[config.mk]
export PLATFORM = sky130hd
export DESIGN_NAME = seg_scan_ctrl
export DESIGN_NICKNAME = d
export VERILOG_FILES = /design/src/rtl/seg_scan_ctrl_pkg.sv /design/src/rtl/seg_scan_ctrl_binary_to_segment.sv /design/src/rtl/seg_scan_ctrl.sv
export SDC_FILE = /design/constraint.sdc
export NUM_CORES = 1
export LEC_CHECK = 0
export ABC_AREA = 1
export CAP_MARGIN = 20
export CORE_ASPECT_RATIO = 0.6
export CORE_UTILIZATION = 57
export CTS_CLUSTER_DIAMETER = 80
export DETAILED_ROUTE_END_ITERATION = 8
export GPL_TIMING_DRIVEN = 0
export PLACE_DENSITY = 0.9
export SLEW_MARGIN = 10
export SYNTH_ARGS = -nofsm -noshare
export SYNTH_HDL_FRONTEND = slang
export SYNTH_SLANG_ARGS = --single-unit
[constraint.sdc]
create_clock -name clk -period 2.7 [get_ports clk]
set_input_delay 0.675 -clock clk [delete_from_list [all_inputs] [get_ports clk]]
set_output_delay 0.675 -clock clk [all_outputs]
set_load 0.005 [all_outputs]
[src/rtl/seg_scan_ctrl_pkg.sv]
// Shared types and constants for the multiplexed 4-digit seven-segment scanner.
// Holds the scan FSM encoding, idle output patterns and small digit-select helpers.
package seg_scan_ctrl_pkg;

   typedef enum logic [1:0] {
      ST_OFF   = 2'd0,
      ST_DRIVE = 2'd1,
      ST_GAP   = 2'd2
   } scan_state_e;

   localparam logic [6:0] SEG_BLANK  = 7'b1111111;
   localparam logic [3:0] AN_ALL_OFF = 4'b1111;

   // Active-low anode pattern with only the selected digit enabled.
   function automatic logic [3:0] an_select(input logic [1:0] digit);
      logic [3:0] an;
      case (digit)
         2'd0:    an = 4'b1110;
         2'd1:    an = 4'b1101;
         2'd2:    an = 4'b1011;
         2'd3:    an = 4'b0111;
         default: an = AN_ALL_OFF;
      endcase
      return an;
   endfunction

   function automatic logic [3:0] nibble_select(input logic [15:0] value,
                                                input logic [1:0]  digit);
      logic [3:0] nib;
      case (digit)
         2'd0:    nib = value[3:0];
         2'd1:    nib = value[7:4];
         2'd2:    nib = value[11:8];
         2'd3:    nib = value[15:12];
         default: nib = 4'h0;
      endcase
      return nib;
   endfunction

   // True when this digit and every more-significant digit are zero; digit 0 never qualifies.
   function automatic logic leading_zero(input logic [15:0] value,
                                         input logic [1:0]  digit);
      logic lz;
      case (digit)
         2'd0:    lz = 1'b0;
         2'd1:    lz = (value[15:4]  == 12'h000);
         2'd2:    lz = (value[15:8]  == 8'h00);
         2'd3:    lz = (value[15:12] == 4'h0);
         default: lz = 1'b0;
      endcase
      return lz;
   endfunction

endpackage

[src/rtl/seg_scan_ctrl_binary_to_segment.sv]
// Combinational hex nibble to active-low seven-segment decoder (bit 6 = a, bit 0 = g).
module binary_to_segment
   import seg_scan_ctrl_pkg::*;
(
   input  logic [3:0] bin_i,
   output logic [6:0] seg_o
);

   // Hex glyph lookup.
   always_comb begin
      seg_o = SEG_BLANK;
      case (bin_i)
         4'h0:    seg_o = 7'b0000001;
         4'h1:    seg_o = 7'b1001111;
         4'h2:    seg_o = 7'b0010010;
         4'h3:    seg_o = 7'b0000110;
         4'h4:    seg_o = 7'b1001100;
         4'h5:    seg_o = 7'b0100100;
         4'h6:    seg_o = 7'b0100000;
         4'h7:    seg_o = 7'b0001111;
         4'h8:    seg_o = 7'b0000000;
         4'h9:    seg_o = 7'b0000100;
         4'hA:    seg_o = 7'b0001000;
         4'hB:    seg_o = 7'b1100000;
         4'hC:    seg_o = 7'b0110001;
         4'hD:    seg_o = 7'b1000010;
         4'hE:    seg_o = 7'b0110000;
         4'hF:    seg_o = 7'b0111000;
         default: seg_o = SEG_BLANK;
      endcase
   end

endmodule

[src/rtl/seg_scan_ctrl.sv]
// Four-digit multiplexed seven-segment scan controller with anti-ghosting gaps,
// a one-deep update handshake committed only at frame boundaries, and leading-zero blanking.
module seg_scan_ctrl
   import seg_scan_ctrl_pkg::*;
#(
   parameter int DRIVE_CYC = 50000,
   parameter int GAP_CYC   = 16
) (
   input  logic        clk,
   input  logic        rst_n,
   input  logic        en,
   input  logic        upd_valid,
   input  logic [15:0] upd_value,
   input  logic [3:0]  upd_dp,
   input  logic        lz_blank,
   output logic        upd_ready,
   output logic [3:0]  an,
   output logic [6:0]  seg,
   output logic        dp,
   output logic        frame_tick
);

   localparam int CNT_MAX = (DRIVE_CYC > GAP_CYC) ? DRIVE_CYC : GAP_CYC;
   localparam int CNT_W   = (CNT_MAX > 1) ? $clog2(CNT_MAX) : 1;
   localparam logic [CNT_W-1:0] DRIVE_LAST = CNT_W'(DRIVE_CYC - 1);
   localparam logic [CNT_W-1:0] GAP_LAST   = CNT_W'(GAP_CYC - 1);

   scan_state_e      state_q, state_d;
   logic [1:0]       digit_q, digit_d;
   logic [CNT_W-1:0] cnt_q, cnt_d;

   logic             pending_q, pending_d;
   logic [15:0]      pend_val_q, pend_val_d;
   logic [3:0]       pend_dp_q, pend_dp_d;
   logic [15:0]      disp_val_q, disp_val_d;
   logic [3:0]       disp_dp_q, disp_dp_d;

   logic [3:0]       an_q, an_d;
   logic [6:0]       seg_q, seg_d;
   logic             dp_q, dp_d;
   logic             frame_tick_q, frame_tick_d;

   logic             frame_end_s;
   logic             commit_s;
   logic             capture_s;
   logic [3:0]       nibble_s;
   logic [6:0]       dec_seg_s;
   logic             blank_s;

   // Scan sequencing: OFF -> DRIVE -> GAP -> DRIVE(next digit); en low always parks in OFF.
   always_comb begin
      state_d     = state_q;
      digit_d     = digit_q;
      cnt_d       = cnt_q;
      frame_end_s = 1'b0;
      if (!en) begin
         state_d = ST_OFF;
         digit_d = 2'd0;
         cnt_d   = '0;
      end else begin
         case (state_q)
            ST_OFF: begin
               state_d = ST_DRIVE;
               digit_d = 2'd0;
               cnt_d   = '0;
            end
            ST_DRIVE: begin
               if (cnt_q == DRIVE_LAST) begin
                  state_d = ST_GAP;
                  cnt_d   = '0;
               end else begin
                  cnt_d = cnt_q + CNT_W'(1);
               end
            end
            ST_GAP: begin
               if (cnt_q == GAP_LAST) begin
                  state_d     = ST_DRIVE;
                  digit_d     = digit_q + 2'd1;
                  cnt_d       = '0;
                  frame_end_s = (digit_q == 2'd3);
               end else begin
                  cnt_d = cnt_q + CNT_W'(1);
               end
            end
            default: begin
               state_d = ST_OFF;
               digit_d = 2'd0;
               cnt_d   = '0;
            end
         endcase
      end
   end

   // Update handshake; capture needs !pending and commit needs pending, so they never coincide.
   always_comb begin
      capture_s  = upd_valid && !pending_q;
      commit_s   = pending_q && ((state_q == ST_OFF) || frame_end_s);
      pending_d  = pending_q;
      pend_val_d = pend_val_q;
      pend_dp_d  = pend_dp_q;
      disp_val_d = disp_val_q;
      disp_dp_d  = disp_dp_q;
      if (capture_s) begin
         pending_d  = 1'b1;
         pend_val_d = upd_value;
         pend_dp_d  = upd_dp;
      end else if (commit_s) begin
         pending_d  = 1'b0;
         disp_val_d = pend_val_q;
         disp_dp_d  = pend_dp_q;
      end else begin
         pending_d  = pending_q;
      end
      frame_tick_d = commit_s;
   end

   assign nibble_s = nibble_select(disp_val_q, digit_q);

   binary_to_segment u_dec (
      .bin_i (nibble_s),
      .seg_o (dec_seg_s)
   );

   // Output pattern for the current state/digit, registered one clock later.
   always_comb begin
      an_d    = AN_ALL_OFF;
      seg_d   = SEG_BLANK;
      dp_d    = 1'b1;
      blank_s = lz_blank && leading_zero(disp_val_q, digit_q);
      if (state_q == ST_DRIVE) begin
         an_d  = an_select(digit_q);
         seg_d = blank_s ? SEG_BLANK : dec_seg_s;
         dp_d  = ~disp_dp_q[digit_q];
      end else begin
         an_d  = AN_ALL_OFF;
         seg_d = SEG_BLANK;
         dp_d  = 1'b1;
      end
   end

   // State, handshake and output registers.
   always_ff @(posedge clk or negedge rst_n) begin
      if (!rst_n) begin
         state_q      <= ST_OFF;
         digit_q      <= 2'd0;
         cnt_q        <= '0;
         pending_q    <= 1'b0;
         pend_val_q   <= 16'h0000;
         pend_dp_q    <= 4'b0000;
         disp_val_q   <= 16'h0000;
         disp_dp_q    <= 4'b0000;
         an_q         <= AN_ALL_OFF;
         seg_q        <= SEG_BLANK;
         dp_q         <= 1'b1;
         frame_tick_q <= 1'b0;
      end else begin
         state_q      <= state_d;
         digit_q      <= digit_d;
         cnt_q        <= cnt_d;
         pending_q    <= pending_d;
         pend_val_q   <= pend_val_d;
         pend_dp_q    <= pend_dp_d;
         disp_val_q   <= disp_val_d;
         disp_dp_q    <= disp_dp_d;
         an_q         <= an_d;
         seg_q        <= seg_d;
         dp_q         <= dp_d;
         frame_tick_q <= frame_tick_d;
      end
   end

   assign upd_ready  = ~pending_q;
   assign an         = an_q;
   assign seg        = seg_q;
   assign dp         = dp_q;
   assign frame_tick = frame_tick_q;

endmodule

**After elaboration in Yosys (flattened, before gate mapping)**

Memories as Yosys holds them, arrays and structs flattened.
Cells that the tools add are included.
Widths: inputs -> output; s select.

- Memories kept: 1
- ROM bits: 112
- Output and inout bits: 14
- Bits in registers: 74
- Bits of input ports: 25

Memories:

| memory | depth | width | read ports | clocked after Yosys merged registers in | write ports | line | RTL |
|---|---|---|---|---|---|---|---|
| (name not given) | 16 | 7 | 1 | 0 | 0 | seg_scan_ctrl_binary_to_segment.sv:12 | `case (bin_i)` |

- Muxes and demuxes: 25
- Bitwise operators: 3
- Equality and inequality tests: 10
- Order comparisons: 1
- Add/sub/neg operators: 2
- Reductions and logical operators: 14

Operators by type and width:

| operator | count |
|---|---|
| $mux 16 | 3 |
| $pmux 16 s2 | 1 |
| $pmux 4 s4 | 2 |
| $add 16x1->16 const B | 1 |
| $eq 16x16->1 const B | 1 |
| $eq 16x4->1 const B | 1 |
| $mux 7 | 2 |
| $logic_not 12->1 | 1 |
| $mux 2 | 5 |
| $logic_not 8->1 | 1 |
| $mux 1 | 7 |
| $eq 2x2->1 const B | 3 |
| $ne 3x3->1 const B | 2 |
| $pmux 2 s3 | 1 |
| $reduce_and 2->1 | 3 |
| $eq 2x1->1 const B | 2 |
| $logic_not 2->1 | 2 |
| $logic_not 4->1 | 1 |
| $mux 4 | 1 |
| $pmux 1 s4 | 1 |
| $pmux 2 s2 | 1 |
| $logic_and 1x1->1 | 3 |
| $lt 2x3->1 const B | 1 |
| $not 1->1 | 3 |
| other kinds (6) | 6 |

**Depth between registers and ports, before layout**

Gate-level depths: netlist of the first run.

- Depth in word-level cells: 8
- Gate-level depth with buffers: 13
- Depth with buffers taken out: 13

**Hierarchy**

From an unflattened synthesis of the first run, not the netlist that was laid out.

- Cell total of the unflattened synthesis: 428
- Area total of the unflattened synthesis: 3807.4 um^2

By module, submodules not included:

| module | area each (um^2) | times used | cells each |
|---|---|---|---|
| seg_scan_ctrl | 3533.4 | 1 | 379 |
| binary_to_segment | 274.0 | 1 | 49 |

**Least setup slack after synthesis of the first run**

OpenSTA, ideal clock, no wires.

- Path type: register to register
- From: register digit_q[0]
- To: register seg_q[3] (netlist: seg[3])
- Period minus slack after synthesis: 1956 ps
- Data required time: 2607 ps
- Stages on the path, launching flop included: 12
- Data arrival time: 1863 ps
- Setup time: 93 ps
- Slack: 744 ps
- Cells stage by stage: dfrtp_1 -> inv_1 -> ha_1 -> inv_2 -> or2_2 -> o21ai_2 -> inv_1 -> ha_1 -> nand3_1 -> nand3_1 -> nand2_1 -> nand2_1

- Cells in the longest elaborated chain, start to end: 5
- Elaborated cells between the ends (all ways): 10
- Classes of those cells: eq/ne (3); mux (4); reduce/logical (2); memory (1)

RTL lines:

| what | line | RTL |
|---|---|---|
| start, declared | seg_scan_ctrl.sv:29 | `logic [1:0] digit_q, digit_d;` |
| start signal, assigned | seg_scan_ctrl.sv:158 | `digit_q <= digit_d;` |
| $eq 2x2->1 (tied with other cells) | seg_scan_ctrl_pkg.sv:30, seg_scan_ctrl_pkg.sv:44 |  |
| $pmux 4 s4 / $pmux 1 s4 (equally long branches) | seg_scan_ctrl_pkg.sv:30, seg_scan_ctrl_pkg.sv:44 |  |
| $mem_v2 16x7 / $logic_and 1x1->1 (equally long branches) | -- |  |
| $mux 7 (*) | seg_scan_ctrl.sv:132 | `seg_d = blank_s ? SEG_BLANK : dec_seg_s;` |
| $mux 7 (*) | seg_scan_ctrl.sv:130 | `if (state_q == ST_DRIVE) begin` |
| net seg_d[3] | seg_scan_ctrl.sv:39 | `logic [6:0] seg_q, seg_d;` |
| end signal, assigned | seg_scan_ctrl.sv:166 | `seg_q <= seg_d;` |
| end, declared | seg_scan_ctrl.sv:39 |  |

The timed path passes the listed nets; every way through them passes the cells marked *.
A chain may end at the register's enable or synchronous reset.

**Worst setup path after layout of the first run**

- From: register digit_q[0]
- To: register seg_q[6] (netlist: seg[6])

The elaborated chain is that of the path after synthesis.

==> results of run 1 <==
## placed cells by master (no fill, tap or decap), drive strengths merged
| master | n |
|---|---|
| a21boi | 1 |
| xor2 | 12 |
| nor2 | 45 |
| clkbuf | 13 |
| and2 | 1 |
| nor3b | 1 |
| or2 | 3 |
| buf | 9 |
| o22ai | 1 |
| nand3b | 1 |
| nor3 | 3 |
| mux2 | 20 |
| o21ai | 7 |
| dfstp | 12 |
| ha | 18 |
| clkdlybuf4s50 | 37 |
| nand4 | 7 |
| o21bai | 1 |
| inv | 36 |
| nand3 | 45 |
| xnor2 | 1 |
| dfrtp | 62 |
| nand2 | 134 |
| a21oi | 2 |
| clkinvlp | 1 |
| clkinv | 4 |
## cell type report
type,instances,area share (%)
timing repair buffer,39,9.11
tap,84,2.36
multi-input combinational,303,38.1
clock buffer,10,3.09
sequential,74,42.0
buffer,10,1.66
clock inverter,5,0.703
inverter,36,3.04
## report_power, final
part	total (mW)	switching (mW)	internal [mW]
Sequential	1.77	0.254	1.52
Clock	0.758	0.409	0.350
Combinational	1.67	0.933	0.733
Total	4.19	1.60	2.60
## metrics by stage
stage / power [mW] / setup TNS [ns] / worst slack (ns) / cell area (µm²) / cells
5_1_grt: 4.52 / 0 / 0.121 / 4450 / 561
3_5_place_dp: 3.43 / 0 / 0.357 / 4280 / 546
2_1_floorplan: 2.89 / 0 / 0.744 / 3770 / 423
3_3_place_gp: 3.31 / -92.44 / -1.38 / 4250 / 545
6_report: 4.19 / 0 / 0.262 / 4450 / 561
4_1_cts: 4.19 / 0 / 0.334 / 4450 / 561
## sequential cells by signal (all words and copies together), names as in the netlist
| name | flops |
|---|---|
| frame_tick | 1 |
| disp_dp_q | 4 |
| seg | 7 |
| state_q | 2 |
| disp_val_q | 16 |
| digit_q | 2 |
| cnt_q | 16 |
| dp | 1 |
| pending_q | 1 |
| pend_dp_q | 4 |
| pend_val_q | 16 |
| an | 4 |
## metal layers
layer / GRT usage, % / share of wire [%] / wire [µm] / vias to the layer above
met5: 0 / 0 / 0 / -
met1: 34.7 / 47 / 3640 / 1410
li1: - / - / - / 1448
met4: 7.36 / 1.4 / 109 / 0
met3: 7.85 / 7.0 / 543 / 17
met2: 39.3 / 45 / 3510 / 117
## logic make-up after synthesis
logic type | count (synthesis) | synth area share, %
simple gates | 240 | 28.1
xor+xnor | 13 | 3.02
fa+ha+maj | 18 | 5.98
flops | 74 | 49.5
buf+inv | 46 | 5.54
compound gates | 12 | 1.86
mux | 20 | 5.98
## how the worst max path moves through the flow
stage / start / end / slack [ns] / cells after the start
finish: digit_q[0] / seg[6] / 0.26 / 12
global placement: rst_n / pend_val_q[0] / -1.38 / 1
floorplan: digit_q[0] / seg[3] / 0.74 / 11
global route: digit_q[0] / seg[1] / 0.12 / 11
CTS: digit_q[0] / seg[6] / 0.33 / 12
detailed placement: digit_q[0] / seg[6] / 0.36 / 12
==> flow_summary_export.csv, run 1 <==
group,metric,value,unit
global_routing,gr-total-overflow,0,
yosys,synthTopCellsByArea,"dfrtp_1 (41%), nand2_1 (13%), dfstp_2 (8.4%), ha_1 (6.0%), mux2_2 (6.0%)",
die,start_util,60.3,%
worst_setup_path,worstSetupEndpointType,"register",
sta,report.final.hold_viol_count,0,
worst_setup_path,cp_top_family,"adder cells",
drt,viasPerCell,5.33,
yosys,ys_ff_latch,74,
layout,multi_input_area,0.00169,mm²
drt,routed_wl,7800,µm
worst_setup_path,path_common_cell,"inv_1",
worst_setup_path,slowest_stage,"dfrtp_1",
layout,fin_nets,516,
layout,synthToLayoutAreaGrowth,18.0,%
sta,min_period_over_period,90.3,%
clock_tree,cts_buffer_depth,2,
clock_tree,cts_root_buf,"clkbuf_8",
clock_tree,post_cts_buffers,0,
layout,n_fill_cell,471,
worst_setup_path,rrSetupSlack,0.26,ns
yosys,ys_types,33,
sta,whs,0.197,ns
yosys,async_flop_share,100,%
global_routing,grt.total_usage,25.4,%
sta,slew_violations,0,
worst_setup_path,path_max_fanout,8,
global_routing,grt_first_pass_wirelength,13400,µm
layout,drive_gt1_share,16.6,%
clock_tree,clk_pin_slew,0.07,ns
layout,post-route-util,71.2,%
yosys,synthFlopType,"dfrtp_1",
yosys,netlist_instances,423,
yosys,synth_nets,466,
yosys,yosysWarnings,0,
clock_tree,htree_levels,3,
run,max_cap_violations,0,
clock_tree,clk_latency,0.36,ns
global_routing,grt_pass1_vias,2883,
sta,fin_skew,0.0122,ns
clock_tree,cts_tree,"done",
placement,hpwl,5830,µm
yosys,synth_enable_flop_cells,0,
die,coreArea,0.00625,mm²
sta,setup_viol,0,
worst_setup_path,worst-setup-path-type,"reg -> reg",
die,die_h,65.0,µm
yosys,synth_area_leader_cell,"dfrtp_1",
sta,period_needed,2.44,ns
sta,max-slew-margin-rel,63.9,%
die,io_pins,39,
layout,num_antenna_cells,0,
power,p_leak,2.13,nW
power,peakVddDrop,546,µV
worst_setup_path,crit_buf_inv,4,
global_routing,antenna_found_initial,0,
sta,rsz0062_at_grt,"no",
drt,drtIter0Drc,255,
worst_setup_path,r2r_cells,12,
die,rows,22,
die,die-area,0.00695,mm²
worst_setup_path,cp_data_required_time,3.00,ns
sta,timing.fmax,410,MHz
yosys,yosysMostFrequentCell,"nand2_1",
worst_setup_path,startpoint_type,"register",
drt,drt_pass1_iterations,5,
placement,gp_congestion,0.901,
layout,register_area,0.00187,mm²
sta,tightest_slew,0.537,ns
worst_setup_path,arrival,2.73,ns
status,status,"finished, final reports clean",
clock_tree,cts_buffers,9,
placement,portBuffers,38,
worst_setup_path,rr_startpoint,"digit_q[0]",
power,powerDensity,943,mW/mm²
drt,drc,0,
yosys,syn_area,0.00377,mm²
drt,num_vias,2992,
yosys,yosys-top-cells-count,"nand2_1 (129), dfrtp_1 (62), nand3_1 (44), inv_1 (35), nor2_1 (33)",
die,die_w,107,µm
yosys,synth_seq_area_share,49.5,%
min_path,hold_class,"in -> async",
worst_setup_path,cpPeakStageDelay,0.47,ns
clock_tree,ctsHoldBuffers,0,
drt,wl_per_cell,13.9,µm
clock_tree,cts.sinks,74,
yosys,synth.top_cell.area_share,41.2,%
yosys,avgSynthCellArea,8.91,µm²
worst_setup_path,r2r-end,"seg[6]",
global_routing,grt_max_degree,54,
worst_setup_path,worstPathCellList,"inv_1 > ha_1 > inv_2 > or2_2 > o21ai_0 > ha_1 > inv_1 > nand3_1 > nand3_1 > nand2_1 > inv_1 > nand2_1",
clock_tree,cts_resized,0,
drt,postRouteAntennaNets,0,
(Power assumes the default switching activity.)
==> run 2, diff against run 1 <==
Settings changed: CORE_MARGIN set to 5.
==> run 2 against run 1 <==
Compared with the run above:
- sequential power about the same
- cell count increased by 0.18%
- critical endpoint unchanged
- critical path depth unchanged
- highest routed layer unchanged
- largest cell class unchanged
- critical path type unchanged
- clock skew increased by 0.0017 ns
==> flow_summary_export.csv, run 2 (synthesis gave the netlist of run 1 again) <==
group,metric,value,unit
status,status,"finished, final reports clean",
placement,gp_congestion,0.902,
layout,top_regs,"cnt_q: 16 flops, disp_val_q: 16 flops, pend_val_q: 16 flops",
sta,timing.setup.tns,0,ns
sta,rsz0062_at_grt,"no",
placement,portBuffers,38,
worst_setup_path,startpoint_type,"register",
clock_tree,clk_latency,0.36,ns
layout,final_area,0.00447,mm²
worst_setup_path,worstSetupEndpointType,"register",
sta,slew_violations,0,
power,p_leak,2.13,nW
power,swShare,38.5,%
drt,drc,0,
power,netSwitchingPower,1.63,mW
sta,timing.fmax,418,MHz
clock_tree,cts_root_buf,"clkbuf_8",
drt,drt_pass1_iterations,5,
layout,n_fill_cell,476,
die,die_w,115,µm
sta,report.final.hold_viol_count,0,
layout,drive_gt1_share,16.9,%
die,start_util,60.0,%
worst_setup_path,worst-setup-path-type,"reg -> reg",
worst_setup_path,arrival,2.69,ns
die,die-area,0.00839,mm²
global_routing,grt_first_pass_wirelength,13500,µm
die,rows,22,
clock_tree,cts_tree,"done",
clock_tree,cts_buffer_depth,2,
layout,mostFrequentLayoutCell,"nand2_1",
layout,num_antenna_cells,0,
sta,period_needed,2.39,ns
sta,setup_viol,0,
placement,place_area,0.00428,mm²
drt,postRouteAntennaNets,0,
clock_tree,clk_pin_slew,0.09,ns
die,die_h,73.0,µm
clock_tree,cts.sinks,74,
power,comb_power_share,39.1,%
global_routing,antenna_found_initial,0,
clock_tree,ctsHoldBuffers,0,
drt,wl_per_cell,13.6,µm
global_routing,grt_max_degree,65,
worst_setup_path,path_max_fanout,8,
layout,post-route-util,71.2,%
power,powerDensity,947,mW/mm²
global_routing,grt.total_usage,20.6,%
sta,fin_skew,0.0139,ns
die,coreArea,0.00628,mm²
power,peakVddDrop,547,µV
global_routing,gr-total-overflow,0,
clock_tree,cts_buffers,9,
clock_tree,post_cts_buffers,0,
global_routing,grt_pass1_vias,2874,
power,p_int,2.60,mW
drt,num_vias,2908,
placement,hpwl,5840,µm
min_path,hold_class,"in -> async",
layout,layout_common_cells,"nand2_1 (129), dfrtp_1 (62), nand3_1 (44)",
layout,fin_nets,516,
sta,tightest_slew,0.535,ns
clock_tree,htree_levels,3,
layout,synthToLayoutAreaGrowth,18.6,%
sta,min_period_over_period,88.6,%
drt,drtIter0Drc,275,
power,pwr-share-seq,41.4,%
run,max_cap_violations,0,
clock_tree,cts_resized,0,
drt,routed_wl,7640,µm
drt,viasPerCell,5.17,
worst_setup_path,cp_data_required_time,3.00,ns
sta,max-slew-margin-rel,64.0,%
die,io_pins,39,
power,p_clk_share,19.5,%
[run 2: changes by cell type in the layout (fill, tap and decap cells not counted), sizes merged]
cell    change
clkbuf      -1
clkinv      -4
inv         +6
[run 2: per-stage QoR]
step	setup WS (ns)	total power, mW	std cells	hold WS [ns]
floorplan	0.744	2.89	423	0.379
global placement	-1.40	3.32	545	0.450
detailed placement	0.266	3.41	546	0.464
CTS	0.240	4.25	562	0.119
global route	0.0982	4.58	562	0.124
finish	0.307	4.23	562	0.135
[run 2: final timing paths]
| path | startpoint | endpoint | slack (ns) | cells past startpoint |
|---|---|---|---|---|
| min in group clk | disp_val_q[1] | disp_val_q[1] | 0.49 | 2 |
| hold reg to reg | disp_val_q[1] | disp_val_q[1] | 0.49 | 2 |
| hold / removal | rst_n | pend_dp_q[0] | 0.13 | 1 |
| max in group asynchronous | rst_n | seg[5] | 1.97 | 2 |
| setup reg to reg | digit_q[0] | seg[6] | 0.31 | 12 |
| setup / recovery | digit_q[0] | seg[6] | 0.31 | 12 |
[run 2: power by group through the flow]
| stage | clock network (mW) | registers [mW] | logic, mW |
|---|---|---|---|
| 2_1_floorplan | 0 | 1.70 | 1.19 |
| 3_3_place_gp | 0 | 1.76 | 1.57 |
| 3_5_place_dp | 0 | 1.77 | 1.64 |
| 4_1_cts | 0.844 | 1.75 | 1.66 |
| 5_1_grt | 0.884 | 1.80 | 1.90 |
| 6_report | 0.823 | 1.75 | 1.65 |
[run 2: layer usage]
layer  GRT usage [%]  share of wire (%)  wire length (µm)  vias up
li1                -                  -                 -     1439
met1            29.0                 49              3730     1370
met3            5.97                6.2               476       15
met2            30.8                 43              3320       84
met4            6.77                1.4               110        0
met5               0                  0                 0        -
[run 2: worst max-delay path: stages, from the launching register on]
cell,delay [ns]
dfrtp_1,0.48
inv_1,0.24
ha_2,0.31
inv_2,0.09
or2_2,0.30
o21ai_1,0.18
ha_1,0.30
inv_1,0.06
nand3_1,0.12
nand3_1,0.09
nand2_1,0.09
inv_1,0.04
nand2_1,0.05
[run 2: final cells by class]
class | count | area (µm²) | area share (%)
buffer | 10 | 73.8 | 1.65
clock buffer | 9 | 124 | 2.77
clock inverter | 7 | 65.1 | 1.46
inverter | 36 | 135 | 3.02
multi-input combinational | 303 | 1700 | 37.9
sequential | 74 | 1870 | 41.8
tap | 84 | 105 | 2.35
timing repair buffer | 39 | 405 | 9.07
==> run 3, diff against run 2 <==
Settings changed: ABC_AREA 1 to not set.
==> run 3 against run 2 <==
Compared with the run above:
- design area rose by 9.8%
- hold slack improved by 0.13 ns
- clock power grew 32%
- largest power group unchanged
==> flow_summary_export.csv, run 3 <==
group,metric,value,unit
status,status,"finished, final reports clean",
drt,dr_wl_met3,847,µm
placement,hpwl,7160,µm
yosys,async_flop_share,100,%
layout,top_regs,"cnt_q: 16 flops, disp_val_q: 16 flops, pend_val_q: 16 flops",
global_routing,gr-total-overflow,0,
placement,portBuffers,37,
yosys,synth_nets,415,
yosys,synth.top_cell.area_share,38.3,%
die,coreArea,0.00679,mm²
die,rows,23,
clock_tree,cts_buffer_depth,2,
yosys,yosys-top-cells-count,"dfrtp_1 (62), nand2_1 (36), nand4_1 (28), a22oi_1 (22), mux2_2 (22)",
worst_setup_path,worstPathCellList,"buf_4 > ha_1 > a222oi_1 > mux2_4 > inv_1 > ha_1 > mux2_2 > o22ai_1 > o21a_1 > o21ai_1",
clock_tree,cts_tree,"done",
global_routing,grt_first_pass_wirelength,17100,µm
global_routing,grt.total_usage,24.2,%
yosys,synth_enable_flop_cells,0,
sta,timing.fmax,382,MHz
global_routing,grt_pass1_vias,3397,
drt,top_layer,"met4",
die,start_util,59.7,%
worst_setup_path,rrSetupSlack,0.08,ns
layout,mostFrequentLayoutCell,"dfrtp_1",
layout,fin_nets,472,
clock_tree,clk_pin_slew,0.06,ns
drt,postRouteAntennaNets,0,
min_path,hold_class,"in -> async",
yosys,yosysMostFrequentCell,"dfrtp_1",
die,die-area,0.00896,mm²
yosys,syn_area,0.00406,mm²
drt,wl_per_cell,19.0,µm
sta,max-slew-margin-rel,44.0,%
power,finalPower,4.94,mW
clock_tree,cts.sinks,74,
worst_setup_path,slowest_stage,"dfrtp_2",
drt,num_vias,3410,
worst_setup_path,rr_startpoint,"digit_q[0]",
layout,layout_common_cells,"dfrtp_1 (60), nand2_1 (36), clkdlybuf4s50_1 (36)",
sta,min_period_over_period,96.9,%
clock_tree,htree_levels,3,
drt,wl_met2,4390,µm
yosys,synth_area_leader_cell,"dfrtp_1",
yosys,ys_ff_latch,74,
worst_setup_path,crit_buf_inv,2,
sta,slew_violations,0,
layout,drive_gt1_share,21.2,%
drt,viasPerCell,6.55,
drt,met1Wirelength,4550,µm
drt,routed_wl,9880,µm
worst_setup_path,path_common_cell,"ha_1",
layout,num_antenna_cells,0,
sta,whs,0.267,ns
drt,drtIter0Drc,366,
global_routing,antenna_found_initial,0,
die,die_w,119,µm
yosys,ys_types,57,
worst_setup_path,cp_data_required_time,2.94,ns
worst_setup_path,cp_top_family,"compound AO/OA/AOI/OAI gates",
clock_tree,cts_buffers,9,
yosys,avgSynthCellArea,10.9,µm²
drt,drt_pass1_iterations,5,
power,powerDensity,1010,mW/mm²
run,max_cap_violations,0,
worst_setup_path,worstSetupEndpointType,"register",
yosys,netlist_instances,372,
yosys,synthTopCellsByArea,"dfrtp_1 (38%), dfstp_2 (7.8%), mux2_2 (6.1%), ha_1 (5.6%), nand4_1 (4.3%)",
die,die_h,75.3,µm
sta,setup_viol,0,
worst_setup_path,worst-setup-path-type,"reg -> reg",
worst_setup_path,startpoint,"digit_q[0]",
die,io_pins,39,
worst_setup_path,path_max_fanout,7,
clock_tree,clk_latency,0.34,ns
layout,synthToLayoutAreaGrowth,21.0,%
power,peakVddDrop,576,µV
power,p_leak,2.00,nW
yosys,yosysWarnings,0,
yosys,synth_seq_area_share,46.0,%
yosys,synthFlopType,"dfrtp_1",
worst_setup_path,startpoint_type,"register",
sta,rsz0062_at_grt,"no",
worst_setup_path,arrival,2.85,ns
sta,period_needed,2.62,ns
worst_setup_path,cpPeakStageDelay,0.44,ns
placement,gp_congestion,0.886,
sta,tightest_slew,0.839,ns
clock_tree,cts_root_buf,"clkbuf_16",
drt,drc,0,
sta,fin_skew,0.00909,ns
global_routing,grt_max_degree,48,
sta,report.final.hold_viol_count,0,
run 3: logic make-up after synthesis:
kind of cell | Yosys count | synth area share (%)
flops | 74 | 46.0
fa+ha+maj | 18 | 5.55
compound gates | 83 | 15.7
buf+inv | 38 | 4.41
xor+xnor | 10 | 2.16
simple gates | 118 | 17.5
mux | 31 | 8.64
run 3: path summary, 6_finish.rpt:
path	to	depth (start not counted)
max in group asynchronous	seg[0]	2
worst min register to register	cnt_q[0]	1
worst max-delay path	seg[3]	10
min in group clk	cnt_q[0]	1
worst min-delay path	pend_val_q[11]	1
worst max register to register	seg[3]	10
run 3: stage by stage:
stage	instance area [µm²]	instances	TNS, ns	worst slack [ns]	utilization [%]
2_1_floorplan	4060	372	0	0.355	-
3_3_place_gp	4530	496	-99.82	-1.49	66.8
3_5_place_dp	4560	497	-0.135	-0.135	67.1
4_1_cts	4870	517	0	0.0558	71.7
5_1_grt	4910	521	0	0.00862	72.3
6_report	4910	521	0	0.0838	72.3
run 3: power breakdown:
group,switching (mW),leakage (nW),internal (mW)
registers,0.387,0.894,1.54
clock network,0.450,0.131,0.641
logic,1.04,0.971,0.883
run 3: metal layers:
metal	vias to the layer above	global-route usage (%)
met3	14	9.20
met1	1708	31.8
met5	-	0
met4	0	6.68
met2	165	38.6
li1	1523	-
run 3: repair_timing:
item	in CTS	in global routing
buffers inserted	4	5
pin swaps	1	1
gates resized for setup	4	1
endpoints found under the setup margin	2	3
hold buffers	0	0
endpoints found under the hold margin	0	0
run 3: layout make-up:
cell class	instances	area [µm²]
repair buffers	47	463
inverters	13	48.8
clock inverters	5	30.0
flip-flops and latches	74	1870
multi-input cells	260	2020
well taps	87	109
plain buffers	24	126
clock buffers	11	243
fillers	486	1880
==> patch 1: new RTL, settings of run 1 <==
Reset style: synchronous (`rst_n`), changed in one clocked block.
--- a/src/rtl/seg_scan_ctrl.sv
+++ b/src/rtl/seg_scan_ctrl.sv
@@ -140,5 +140,5 @@
 
    // State, handshake and output registers.
-   always_ff @(posedge clk or negedge rst_n) begin
+   always_ff @(posedge clk) begin
       if (!rst_n) begin
          state_q      <= ST_OFF;
Formal check against the unedited RTL: differs if rst_n is asserted again (counterexample within 4 cycles, from zero or initial values and one cycle with rst_n low); with rst_n held inactive, the same outputs for 4 cycles.
==> patch 1 against run 1 <==
- sequential cell count unchanged
- core utilization increased by 2.4 points
- via count increased by 6.7%
- non-clock buffer count increased by 6
- worst setup slack improved by 73 ps
- routed wire length decreased by 2.9%
- die area decreased by 6.5%
- cell area decreased by 4.9%
- synthesized cell count increased by 12%
- synthesized area decreased by 6.6%
- critical endpoint is now seg[1]
Power is not compared: it rests on default switching activity, and its combinational part moved more than twofold at a synthesized area within 25%.
==> patch 1: results (changes against run 1) <==
| Metric | Value |
|---|---|
| Outcome | completed |
| Post-CTS Resized | 0 (unchanged) |
| Layout cell share with drive strength beyond 1 | 0.1006 (-0.06505) |
| CP arrival | 2600 ps (-130 ps) |
| Average wire per cell in the routed design | 12.48 µm (-10%) |
| Pre-CTS WS | 407.8 ps (+50.79 ps) |
| Period utilisation layout | 0.8760 (-0.02698) |
| GRT Total Usage | 0.2607 (+0.006318) |
| Slowest cell on crit path | dfxtp_1 |
| Fin area | 4232 µm² (-4.9%) |
| Commonest cells post-synth | nand2_1 (101), nor2_1 (84), dfxtp_1 (74) |
| Synth Instances | 474 (+12%) |
| Final net count | 562 (+8.9%) |
| Critical Path Max Stage Delay | 450 ps (-20 ps) |
| GPL Wtd Cong | 0.8759 (-2.7%) |
| Top cells by area, synth | dfxtp_1 (42%), nand2_1 (11%), nor2_1 (9.0%) |
| Pin slew with the least headroom to its limit | 509.4 ps (-27.47 ps) |
| Synth unique cells | 27 (-18%) |
| Most numerous cell in the Yosys netlist | nand2_1 |
| CP Max Fanout | 7 (-1) |
| HP Class | flip-flop to flip-flop |
| Detail Placement HPWL | 5809 µm (-0.36%) |
| Seq/Total Area, Yosys | 0.4211 (-0.07430) |
| R2r setup slk | 330 ps (+70 ps) |
| Worst Clk Skew | 8.351 ps (-3.883 ps) |
| Largest net degree at the start of global routing | 14 (-74%) |
| Max IR drop VDD | ~0.31 mV |
| Hold WS | 455.7 ps (+259.0 ps) |
| Postcts setup bufs | 0 (unchanged) |
| DRT iter0 DRCs | 179 (-30%) |
| PortBufs | 37 (-2.6%) |
| Family with the most delay on the worst path | compound AO/OA/AOI/OAI gates |
| Vias per cell | 5.259 (-1.4%) |
| Main synth FF type | dfxtp_1 |
| Inst Count DP | 591 (+8.2%) |
| FFs w/ async S/R, synth | 0 (-1.000) |
| Wirelength, routed | 7576 µm (-2.9%) |
| Area of placed instances | 3989 µm² (-6.8%) |
| Clock-pin slew on the worst setup and hold paths | around 80 ps |
patch 1: cell count changes after synthesis, sizes merged, moves of 16 or more:
| cell | change |
|---|---|
| nand2 | -25 |
| nor2 | +52 |
| mux2 | -20 |
| dfxtp | +74 |
| o21ai | +25 |
| nand4 | +16 |
| dfrtp | -62 |
patch 1: report_power, final:
| part | internal, mW | leakage (nW) | switching (mW) |
|---|---|---|---|
| clock network | 0.617 | 0.117 | 0.413 |
| registers | 1.14 | 0.604 | 0.0301 |
| logic | 0.113 | 1.07 | 0.143 |
| total | 1.87 | 1.79 | 0.587 |
patch 1: worst paths after layout:
check,startpoint,endpoint,cells after the start
max,digit_q[0],seg[1],11
min,cnt_q[0],cnt_q[0],1
max reg2reg,digit_q[0],seg[1],11
min reg2reg,cnt_q[0],cnt_q[0],1
patch 1: cell type report:
cell class	count	area share
plain buffers	18	0.02779
clock buffers	10	0.03016
clock inverters	6	0.02720
inverters	32	0.02839
multi-input cells	350	0.4252
flip-flops and latches	74	0.3501
well taps	80	0.02365
repair buffers	37	0.08752
patch 1: per-layer routing:
layer / share of wire / up-vias / track usage
met5: 0 / - / 0
met1: 0.48 / 1399 / 0.3525
met2: 0.43 / 141 / 0.4040
met3: 0.076 / 14 / 0.05705
met4: 0.014 / 0 / 0.1004
li1: - / 1638 / -
patch 1: cells by family after synthesis:
kind of cell	count (synthesis)	share of synthesized area
buffers and inverters	50	0.06757
AOI/OAI and AO/OA	45	0.06721
xor gates and xnor gates	9	0.02240
DFF	74	0.4211
and+or+nand+nor	281	0.3684
adders and majority gates	15	0.05334
==> patch 2: new RTL, settings of run 1 <==
Without the edit above. Change the parameter `DRIVE_CYC` from 50000 to 100000.
--- a/src/rtl/seg_scan_ctrl.sv
+++ b/src/rtl/seg_scan_ctrl.sv
@@ -4,5 +4,5 @@
    import seg_scan_ctrl_pkg::*;
 #(
-   parameter int DRIVE_CYC = 50000,
+   parameter int DRIVE_CYC = 100000,
    parameter int GAP_CYC   = 16
 ) (
Behaviour: no difference found for any inputs over 4 cycles, from zero or initial values and one cycle with rst_n low; that may be too few to reach the edited logic, so the function may still have changed.
==> patch 2 against run 1 <==
- sequential cell count is 1 higher
- cell area is 1.3% higher
- hold slack better by 12 ps
- clock skew is 3.5 ps lower
- first-iteration DRC count is 42% lower
- routed wire length is 8.1% lower
- worst setup slack better by 83 ps
- sequential share of layout area hardly changed
- via count is 6.8% lower
- power is 3.3% higher
- synthesized area hardly changed
- critical path type unchanged
- critical endpoint is now seg[3]
- largest power group unchanged
==> patch 2: results (changes against run 1) <==
| Metric | Value |
|---|---|
| Post-synthesis mux area share | 0.05970 (about the same) |
| Commonest cells post-synth | nand2_1 (121), dfrtp_1 (63), nand3_1 (43) |
| Met2 routed WL | 3083 µm (-12%) |
| Area of placed instances | 4283 µm² (about the same) |
| Final net count | 502 (-2.7%) |
| Max IR drop VDD | 0.5417 mV (-0.81%) |
| GRT Total Usage | 0.2381 (-0.01628) |
| Leakage Power | 2.066 nW (-2.8%) |
| Pre-CTS WS | 230.9 ps (-126.0 ps) |
| Layout cell share with drive strength beyond 1 | 0.1918 (+0.02619) |
| GPL Wtd Cong | 0.9213 (+2.3%) |
| Met2 usage | 0.3484 (-0.04435) |
| Synth Instances | 409 (-3.3%) |
| Seq/Total Area, Yosys | 0.5015 (+0.006141) |
| Average wire per cell in the routed design | 13.09 µm (-5.9%) |
| Critical path class | flip-flop to flip-flop |
| Post-Route M1 WL | 3589 µm (-1.4%) |
| Relative slew slack | 0.6077 (-0.03121) |
| FF/Latch Area | 1892 µm² (+1.3%) |
| R2R depth | 11 (-1) |
| XOR/XNOR share of the synthesized area | 0.02554 (-0.004674) |
| RR Endpoint | seg[3] |
| Vias per cell | 5.088 (-4.6%) |
| CP arrival | 2610 ps (-120 ps) |
| Post-Layout Cell Count | 548 (-2.3%) |
| Synth Area in Compound Gates | 0.03051 (+0.01192) |
| Critical Path Max Stage Delay | 500 ps (+30 ps) |
| Top cells by area, synth | dfrtp_1 (42%), nand2_1 (12%), dfstp_2 (8.4%) |
| Outcome | completed |
| Met3 usage | 0.07243 (-0.006036) |
| Vias in the first global route | 2,747 (-4.7%) |
| Switching Share | 0.3624 (-0.01812) |
| Largest registers | cnt_q: 17 flops, disp_val_q: 16 flops, pend_val_q: 16 flops |
| Hold WS | 208.5 ps (+11.92 ps) |
| Worst Clk Skew | 8.738 ps (-3.496 ps) |
| Fillers | 430 (-8.7%) |
| DRT iter0 DRCs | 148 (-42%) |
| Met3 wire len | 443 µm (-18%) |
| Inst Count DP | 532 (-2.6%) |
| Pwr dens | 961.2 nW/µm² (+2.0%) |
| Period utilisation layout | 0.8721 (-0.03085) |
| R2r setup slk | 350 ps (+80 ps) |
| Drt first pass iters | 4 (-1) |
| Syn_nets | 452 (-3.0%) |
| Adder-Cell Fraction of Synth Area | 0.05970 (about the same) |
| Power share of the clock group | 0.206 (+0.025) |
| Detail Placement HPWL | 5218 µm (-10%) |
| PortBufs | 38 (unchanged) |
| H-tree levels | 3 (unchanged) |
| Global Route met1 Usage | 0.3344 (-0.01296) |
| Wire length of the first global-routing pass | 12,560 µm (-6.4%) |
| Post-synth EDFFs | 0 (unchanged) |
==> patch 2: cell types whose count changed after synthesis, sizes merged, moves of 2 or more <==
| cell | before | now |
|---|---|---|
| inv | 36 | 29 |
| nand2 | 134 | 127 |
| xor2 | 12 | 6 |
| o22ai | 1 | 5 |
| xnor2 | 1 | 5 |
| nand4 | 7 | 4 |
| o21bai | 1 | 3 |
| or2 | 3 | 1 |
==> patch 2: area by class of cell <==
| class | instances | area share |
|---|---|---|
| tap | 84 | 0.02332 |
| sequential | 75 | 0.4198 |
| buffer | 10 | 0.01916 |
| timing repair buffer | 39 | 0.08995 |
| multi-input combinational | 295 | 0.3767 |
| inverter | 29 | 0.02415 |
| clock inverter | 5 | 0.01333 |
| clock buffer | 11 | 0.03359 |
==> patch 2: cell families after synthesis <==
| logic type | after synthesis |
|---|---|
| buffers and inverters | 39 |
| and+or+nand+nor | 227 |
| xor gates and xnor gates | 11 |
| muxes | 20 |
| AOI/OAI and AO/OA | 19 |
| adders and majority gates | 18 |
| DFF | 75 |
